File: src/rtl/bru_pkg.sv
// Shared encodings for the branch resolve unit: branch types and FSM states.
package bru_pkg;

   typedef enum logic [2:0] {
      BR_NONE = 3'b000,
      BR_BEQ  = 3'b001,
      BR_BNE  = 3'b010,
      BR_BLEZ = 3'b011,
      BR_BGTZ = 3'b100,
      BR_BLTZ = 3'b101,
      BR_BGEZ = 3'b110,
      BR_RSVD = 3'b111
   } br_type_e;

   typedef enum logic {
      ST_IDLE     = 1'b0,
      ST_REDIRECT = 1'b1
   } bru_state_e;

endpackage

File: src/rtl/branch_cond_eval.sv
// Combinational branch condition: signed tests on rdata1 (rdata1 vs rdata2 for BEQ/BNE).
// Zero latency; reserved/none encodings never report taken.
module branch_cond_eval #(
   parameter int D_WIDTH = 32
) (
   input  logic [2:0]         br_type_i,
   input  logic [D_WIDTH-1:0] rdata1_i,
   input  logic [D_WIDTH-1:0] rdata2_i,
   output logic               taken_o
);
   import bru_pkg::*;

   logic is_neg;
   logic is_zero;
   logic is_eq;

   assign is_neg  = rdata1_i[D_WIDTH-1];
   assign is_zero = (rdata1_i == '0);
   assign is_eq   = (rdata1_i == rdata2_i);

   always_comb begin
      taken_o = 1'b0;
      case (br_type_i)
         BR_BEQ:  taken_o = is_eq;
         BR_BNE:  taken_o = !is_eq;
         BR_BLEZ: taken_o = is_neg || is_zero;
         BR_BGTZ: taken_o = !is_neg && !is_zero;
         BR_BLTZ: taken_o = is_neg;
         BR_BGEZ: taken_o = !is_neg;
         default: taken_o = 1'b0;
      endcase
   end

endmodule

File: src/rtl/branch_resolve_unit.sv
// ID-stage branch/jump resolver: redirect registered 1 cycle after resolve, held until redir_ready_i.
// BRU_PERF_CNT_EN builds the saturating perf counters; otherwise they read 0.
module branch_resolve_unit #(
   parameter int D_WIDTH = 32,
   parameter int CNT_W   = 16
) (
   input  logic               clk_i,
   input  logic               rst_i,
   input  logic               id_valid_i,
   input  logic [2:0]         br_type_i,
   input  logic               jmp_i,
   input  logic               jr_i,
   input  logic               operands_ready_i,
   input  logic [D_WIDTH-1:0] rdata1_i,
   input  logic [D_WIDTH-1:0] rdata2_i,
   input  logic [D_WIDTH-1:0] pcplus4_i,
   input  logic [15:0]        imm_i,
   input  logic [25:0]        addr_j_i,
   input  logic               pred_taken_i,
   input  logic               redir_ready_i,
   output logic               id_stall_o,
   output logic               flush_ifid_o,
   output logic               redir_valid_o,
   output logic [D_WIDTH-1:0] redir_pc_o,
   output logic [CNT_W-1:0]   brn_cnt_o,
   output logic [CNT_W-1:0]   taken_cnt_o,
   output logic [CNT_W-1:0]   mispred_cnt_o
);
   import bru_pkg::*;

   bru_state_e         state_q, state_d;
   logic [D_WIDTH-1:0] redir_pc_q, redir_pc_d;
   logic               flush_q, flush_d;
   logic               stall_d;

   logic               is_jr, is_jmp, is_br;
   logic               ctrl, needs_ops, resolve_now;
   logic               taken, br_mispred, need_redir;
   logic [D_WIDTH-1:0] br_target, j_target, j_mask, target;

   // Decode with priority jr > jmp > br_type.
   assign is_jr     = id_valid_i && jr_i;
   assign is_jmp    = id_valid_i && !jr_i && jmp_i;
   assign is_br     = id_valid_i && !jr_i && !jmp_i &&
                      (br_type_i != BR_NONE) && (br_type_i != BR_RSVD);
   assign ctrl      = is_jr || is_jmp || is_br;
   assign needs_ops = is_jr || is_br;

   assign resolve_now = (state_q == ST_IDLE) && ctrl && (!needs_ops || operands_ready_i);

   branch_cond_eval #(
      .D_WIDTH (D_WIDTH)
   ) u_cond (
      .br_type_i (br_type_i),
      .rdata1_i  (rdata1_i),
      .rdata2_i  (rdata2_i),
      .taken_o   (taken)
   );

   assign br_mispred = is_br && (taken != pred_taken_i);
   assign need_redir = is_jr || is_jmp || br_mispred;

   assign br_target = pcplus4_i + {{(D_WIDTH-18){imm_i[15]}}, imm_i, 2'b00};
   // Mask form keeps the J target legal even at the minimum width of 28.
   assign j_mask    = {D_WIDTH{1'b1}} << 28;
   assign j_target  = (pcplus4_i & j_mask) | D_WIDTH'({addr_j_i, 2'b00});

   always_comb begin
      target = pcplus4_i;
      if (is_jr)       target = rdata1_i;
      else if (is_jmp) target = j_target;
      else if (taken)  target = br_target;
   end

   always_comb begin
      state_d    = state_q;
      redir_pc_d = redir_pc_q;
      flush_d    = 1'b0;
      stall_d    = 1'b0;
      case (state_q)
         ST_IDLE: begin
            stall_d = needs_ops && !operands_ready_i;
            if (resolve_now && need_redir) begin
               state_d    = ST_REDIRECT;
               redir_pc_d = target;
               flush_d    = 1'b1;
            end
         end
         ST_REDIRECT: begin
            // ID holds wrong-path contents here, so its ctrl inputs are ignored.
            stall_d = 1'b1;
            if (redir_ready_i) state_d = ST_IDLE;
         end
         default: state_d = ST_IDLE;
      endcase
   end

   always_ff @(posedge clk_i) begin
      if (rst_i) begin
         state_q    <= ST_IDLE;
         redir_pc_q <= '0;
         flush_q    <= 1'b0;
      end else begin
         state_q    <= state_d;
         redir_pc_q <= redir_pc_d;
         flush_q    <= flush_d;
      end
   end

   assign id_stall_o    = stall_d && !rst_i;
   assign flush_ifid_o  = flush_q;
   assign redir_valid_o = (state_q == ST_REDIRECT);
   assign redir_pc_o    = redir_pc_q;

`ifdef BRU_PERF_CNT_EN
   logic [CNT_W-1:0] brn_cnt_q, taken_cnt_q, mispred_cnt_q;
   logic             br_resolve;

   assign br_resolve = resolve_now && is_br;

   always_ff @(posedge clk_i) begin
      if (rst_i) begin
         brn_cnt_q     <= '0;
         taken_cnt_q   <= '0;
         mispred_cnt_q <= '0;
      end else if (br_resolve) begin
         if (brn_cnt_q != '1)                  brn_cnt_q     <= brn_cnt_q + CNT_W'(1);
         if (taken && taken_cnt_q != '1)       taken_cnt_q   <= taken_cnt_q + CNT_W'(1);
         if (br_mispred && mispred_cnt_q != '1) mispred_cnt_q <= mispred_cnt_q + CNT_W'(1);
      end
   end

   assign brn_cnt_o     = brn_cnt_q;
   assign taken_cnt_o   = taken_cnt_q;
   assign mispred_cnt_o = mispred_cnt_q;
`else
   assign brn_cnt_o     = '0;
   assign taken_cnt_o   = '0;
   assign mispred_cnt_o = '0;
`endif

endmodule

File: config.mk
export PLATFORM = sky130hd
export DESIGN_NAME = branch_resolve_unit
export DESIGN_NICKNAME = d
export VERILOG_FILES = /design/src/rtl/bru_pkg.sv /design/src/rtl/branch_cond_eval.sv /design/src/rtl/branch_resolve_unit.sv
export SDC_FILE = /design/constraint.sdc
export NUM_CORES = 1
export LEC_CHECK = 0
export CAP_MARGIN = 20
export CORE_AREA = 3 3 107 109
export CTS_CLUSTER_SIZE = 25
export DETAILED_ROUTE_END_ITERATION = 10
export DIE_AREA = 0 0 110 112
export GPL_ROUTABILITY_DRIVEN = 1
export PLACE_DENSITY = 0.86
export SYNTH_ARGS = -nofsm -noshare
export SYNTH_HDL_FRONTEND = slang
export SYNTH_SLANG_ARGS = --single-unit
File: constraint.sdc
create_clock -name clk_i -period 4.48 [get_ports clk_i]
set_input_delay 0.896 -clock clk_i [delete_from_list [all_inputs] [get_ports clk_i]]
set_output_delay 0.896 -clock clk_i [all_outputs]
set_load 0.02 [all_outputs]
==> reports/metrics.yaml, run 1 <==
cts:
  cts_tree: "done"
  cts.sinks: 34
  ctsResizeCount: 0
  hold_buffers: 0
  postCtsSetupRepairBufs: 0
  insertion_delay_ps: 290
  numCtsBuffers: 5
  clkTransAtPathRegs_ps: 70
  htree_levels: 2
  clock_path_buffers: 2
  cts_root_buffer: "clkbuf_8"
timing:
  max_freq_mhz: 244
  slew_headroom_pct: 60.2
  fin_crit_sh_pct: 91.6
  worstMarginPinSlew_ps: 592
  finalSetupViolCount: 0
  fin_skew_ps: 5.96
  rsz0062_at_grt: "false"
  hold_violations: 0
  finalMaxSlewViolations: 0
  fin_tns_setup_ps: 0
  finalCriticalPeriod_ps: 4100
  timing.hold.ws_ps: 493
synth:
  synthTopCellsByArea: "dfxtp_1 16%, buf_4 9.0%, xor2_1 8.7%, ha_1 8.4%, nor2_1 5.7%"
  synth_cell_type_count: 59
  synth-seq-cells: 34
  synth_edf_count: 0
  syn_avg_cell_area_sq_um: 7.95
  async_reset_ff_share_pct: 0
  netlist_area_sq_um: 4340
  synthCells: 546
  ys_seq_area_share_pct: 15.7
  ys.flop_type: "dfxtp_1"
  ys_warn_count: 0
  yosysTopAreaCell: "dfxtp_1"
  yosysTopAreaCellShare_pct: 15.7
die:
  dieArea_sq_um: 12300
  fp-row-count: 38
  dieWidth_um: 110
  core-area_sq_um: 10700
  dieHeight_um: 112
  ios: 232
  initial_core_util_pct: 40.6
final_layout:
  area_growth_pct: 42.8
  fill_cells: 992
  fin_nets: 900
  post-route-util_pct: 57.9
  fin_area_sq_um: 6190
  n_antenna_cell: 0
  drive_gt1_share_pct: 6.80
global_routing:
  antenna_found_initial: 0
  grt_pass1_wl_um: 25500
  grt-ovfl-total: 0
  grt_max_degree: 39
  gr-usage-all-layers_pct: 26.3
  first_global_vias: 4720
critical_path:
  worst-path-max-fanout: 32
  crit_start: "rdata1_i[26]"
  worstReg2RegStart: "redir_valid_o"
  crit_type: "in2reg"
  start_kind: "input pin"
  worstPathRequired_ps: 4630
  cp-end-kind: "register"
  worstPathArrival_ps: 4260
routing:
  drc: 0
  ant_nets: 0
  vias: 4912
  drtIter0Drc: 355
  drt-total-wl_um: 17100
  avgViaCountPerCell: 5.70
  wl_per_cell_um: 19.8
  firstDrtPassIters: 6
placement:
  placed_area_sq_um: 6120
  io_buffers: 183
  dp_hpwl_um: 14000
  gp_congestion: 0.936
power:
  irDropWorstVdd_v: 0.000106
  power_density_nw_per_um2: 216
  p_leak_nw: 2.51
hold_path:
  hp-class: "reg2reg"
  min_from: "redir_pc_o[28]"
run_status:
  status: "complete, no violations"
flow_run:
  cap_violations: 0
==> power breakdown <==
group	total (mW)	internal (mW)	switching, mW
clock	0.223	0.104	0.118
combinational	0.768	0.356	0.412
sequential	0.350	0.331	0.0183
total	1.34	0.792	0.549
==> stage by stage <==
| step | power, mW | setup slack, ps | cells |
|---|---|---|---|
| after floorplan | 0.827 | 1040 | 593 |
| after global placement | 1.10 | 139 | 854 |
| after detailed placement | 1.11 | 167 | 854 |
| after CTS | 1.33 | 447 | 861 |
| after global routing | 1.41 | 225 | 861 |
| final | 1.34 | 377 | 861 |
==> area by class of cell <==
type                       instances  area, sq um  area share [%]
inverter                           4         15.0           0.242
clock inverter                     2         10.0           0.162
sequential                        34          681            11.0
tap                              140          175            2.83
multi-input combinational        483         3330            53.8
timing repair buffer             193         1910            30.9
clock buffer                       5         68.8            1.11
==> final timing paths <==
kind	cells after the start	end	slack (ps)
max	11	redir_pc_o[5]	380
min	2	redir_pc_o[28]	490
max reg2reg	4	redir_pc_o[31]	3130
min reg2reg	2	redir_pc_o[28]	490
==> flip-flops by register name, indices dropped and copies added (netlist names) <==
signal,flops
redir_valid_o,1
flush_ifid_o,1
redir_pc_o,32
==> cells by family (layout without fill, tap and decap cells) <==
| logic type | after synthesis | in the layout | share of synthesized area [%] |
|---|---|---|---|
| xor+xnor | 56 | 56 | 11.3 |
| buf+inv | 76 | 204 | 11.7 |
| flops | 34 | 34 | 15.7 |
| fa+ha+maj | 30 | 30 | 8.82 |
| compound gates | 161 | 161 | 29.3 |
| simple gates | 169 | 169 | 18.8 |
| mux | 19 | 19 | 4.38 |
| other cells | 1 | 48 | 0.0864 |
==> layout by cell type (no fill, tap or decap), types with 6 or more instances in the layout <==
master | synthesis | routed
nand4_1 | 7 | 7
xnor2_1 | 13 | 13
mux2i_1 | 19 | 19
ha_1 | 29 | 29
conb_1 | 1 | 48
a211oi_2 | 18 | 18
xor2_1 | 43 | 43
o21ai_0 | 19 | 19
a221oi_1 | 18 | 18
nor4_1 | 19 | 19
nor2_1 | 66 | 65
buf_4 | 52 | 9
o211ai_1 | 6 | 6
dfxtp_1 | 34 | 34
nor3_1 | 12 | 12
a21oi_1 | 28 | 28
a211oi_1 | 8 | 8
clkdlybuf4s50_1 | 0 | 182
nand3_1 | 8 | 8
a21o_1 | 17 | 17
and3_1 | 6 | 6
nand2_1 | 28 | 28
==> worst max-delay path, stage by stage <==
cell	delay (ps)
clkdlybuf4s50_1	540
xor2_1	220
nor4_1	530
nand4_1	230
or4_1	520
nand3b_2	110
buf_4	390
mux2i_1	300
nor2_1	90
a221oi_1	290
a211oi_2	110
==> cell usage after synthesis, types with 6 or more instances <==
library cell  instances
a211oi_1              8
a211oi_2             18
a21o_1               17
a21oi_1              28
a221oi_1             18
and3_1                6
buf_4                52
clkbuf_1             14
dfxtp_1              34
ha_1                 29
mux2i_1              19
nand2_1              28
nand3_1               8
nand4_1               7
nor2_1               66
nor3_1               12
nor4_1               19
o211ai_1              6
o21ai_0              19
xnor2_1              13
xor2_1               43
==> metal layers <==
metal,vias to the layer above,wire [um],track usage (%),share of wire [%]
li1,2304,-,-,-
met1,2268,6800,33.0,40
met4,0,674,12.1,3.9
met5,-,0,0,0
met2,289,7990,42.7,47
met3,51,1610,5.51,9.4
Note: power is estimated with default switching activity, not from simulation.
==> inputs of run 2 (changes only) <==
CORE_AREA = 3 3 117 119   (was 3 3 107 109)
DIE_AREA = 0 0 120 122   (was 0 0 110 112)
PLACE_DENSITY = 0.74   (was 0.86)
==> reports/metrics.yaml, run 2 (synthesized netlist as in run 1, its figures left out) <==
routing:
  drtIter0Drc: 378  # +6.5%
  drc: 0  # unchanged
  wl_per_cell_um: 18.9  # -4.5%
  ant_nets: 0  # unchanged
  vias: 4693  # -4.5%
  drt-total-wl_um: 16900  # -0.77%
  avgViaCountPerCell: 5.24  # -8.1%
  firstDrtPassIters: 5  # -1
die:
  core-area_sq_um: 12700  # +18%
  ios: 232  # unchanged
  dieWidth_um: 120  # +9.1%
  initial_core_util_pct: 34.2  # -6.3 points
  dieHeight_um: 122  # +8.9%
  dieArea_sq_um: 14600  # +19%
  fp-row-count: 41  # +7.9%
hold_path:
  hp-class: "reg2reg"
  min_from: "redir_pc_o[28]"
final_layout:
  finalNonFillerCells: 895  # +3.9%
  n_antenna_cell: 0  # unchanged
  largest_reg_flops: 32  # unchanged
  final_common_cell: "clkdlybuf4s50_1"
  post-route-util_pct: 49.8  # -8.1 points
  area_growth_pct: 45.4
  fin_nets: 901  # +0.11%
  layout.area.seq_sq_um: 681  # unchanged
  multi_input_area_sq_um: 3330  # unchanged
  final_cell_mix: "182 x clkdlybuf4s50_1, 65 x nor2_1, 48 x conb_1"
  drive_gt1_share_pct: 6.92  # +0.12 points
  fill_cells: 1285  # +30%
power:
  power_mw: 1.46  # +9.3%
  power_density_nw_per_um2: 232  # +7.3%
  irDropWorstVdd_v: 0.000120  # +13%
  p_leak_nw: 2.54  # +1.4%
cts:
  numCtsBuffers: 5  # unchanged
  cts.sinks: 34  # unchanged
  postCtsSetupRepairBufs: 0  # unchanged
  hold_buffers: 0  # unchanged
  insertion_delay_ps: 280  # about the same
  cts_root_buffer: "clkbuf_16"
  htree_levels: 2  # unchanged
  ctsResizeCount: 0  # unchanged
  cts_tree: "done"
  clock_path_buffers: 2  # unchanged
  clkTransAtPathRegs_ps: 50  # -20 ps
placement:
  dp_hpwl_um: 14100  # +1.1%
  dp_cells: 887  # +3.9%
  gp_congestion: 0.926  # -1.2%
  io_buffers: 183  # unchanged
critical_path:
  worstReg2RegStart: "redir_valid_o"
  worstPathArrival_ps: 4160  # -100 ps
  worstPathRequired_ps: 4620  # about the same
  crit_type: "in2reg"
  cp-end-kind: "register"
  worst-path-max-fanout: 32  # unchanged
  crit_start: "rdata2_i[29]"
  start_kind: "input pin"
global_routing:
  first_global_vias: 4647  # -1.5%
  grt_max_degree: 35  # -10%
  grt_pass1_wl_um: 25800  # +1.1%
  antenna_found_initial: 0  # unchanged
  grt-ovfl-total: 0  # unchanged
  gr-usage-all-layers_pct: 22.4  # -3.9 points
timing:
  fin_crit_sh_pct: 89.8  # -1.8 points
  finalMaxSlewViolations: 0  # unchanged
  slew_headroom_pct: 62.0  # +1.8 points
  fin_tns_setup_ps: 0  # unchanged
  rsz0062_at_grt: "false"
  finalCriticalPeriod_ps: 4020  # -80.1 ps
  finalSetupViolCount: 0  # unchanged
  fin_skew_ps: 6.07  # +0.103 ps
  max_freq_mhz: 249  # +2.0%
  timing.hold.ws_ps: 482  # -11.0 ps
  worstMarginPinSlew_ps: 569  # -22.6 ps
  hold_violations: 0  # unchanged
flow_run:
  cap_violations: 0  # unchanged
run_status:
  status: "complete, no violations"
[run 2: stage by stage]
step | instance area, sq um | worst slack (ps)
floorplan | 4520 | 1040
global placement | 6160 | 239
detailed placement | 6160 | 236
CTS | 6310 | 495
global route | 6310 | 235
finish | 6310 | 457
[run 2: worst max-delay path, cell delays in order]
cell and delay, ps:
clkdlybuf4s50_1 550, xor2_1 180, nor4_1 440, nand4_1 240, or4_1 550, nand3b_2 130, buf_4 360, mux2i_1 330
nor2_1 90, a221oi_1 260, a211oi_2 110
[run 2: worst paths after layout]
| check | to | slack (ps) | cells past startpoint |
|---|---|---|---|
| max | redir_pc_o[14] | 460 | 11 |
| min | redir_pc_o[28] | 480 | 2 |
| max reg2reg | redir_pc_o[9] | 3120 | 4 |
| min reg2reg | redir_pc_o[28] | 480 | 2 |
[run 2: final cells by class]
cell class / instances / share of cell area, %
sequential: 34 / 10.8
multi-input combinational: 483 / 52.8
timing repair buffer: 194 / 30.5
tap: 172 / 3.41
inverter: 4 / 0.238
clock buffer: 7 / 2.26
clock inverter: 1 / 0.0793
[run 2: layer usage]
| metal | routed length [um] | vias up | global-route usage [%] | part of all wire (%) |
|---|---|---|---|---|
| met2 | 8010 | 219 | 38.7 | 47 |
| met3 | 1390 | 17 | 4.09 | 8.2 |
| met4 | 280 | 0 | 4.72 | 1.7 |
| li1 | - | 2307 | - | - |
| met5 | 0 | - | 0 | 0 |
| met1 | 7260 | 2150 | 29.1 | 43 |
[run 2: report_power, final]
group | leakage [nW] | switching [mW] | total (mW) | internal [mW]
sequential | 0.280 | 0.0176 | 0.349 | 0.332
clock | 0.0739 | 0.130 | 0.350 | 0.220
combinational | 2.19 | 0.409 | 0.765 | 0.356
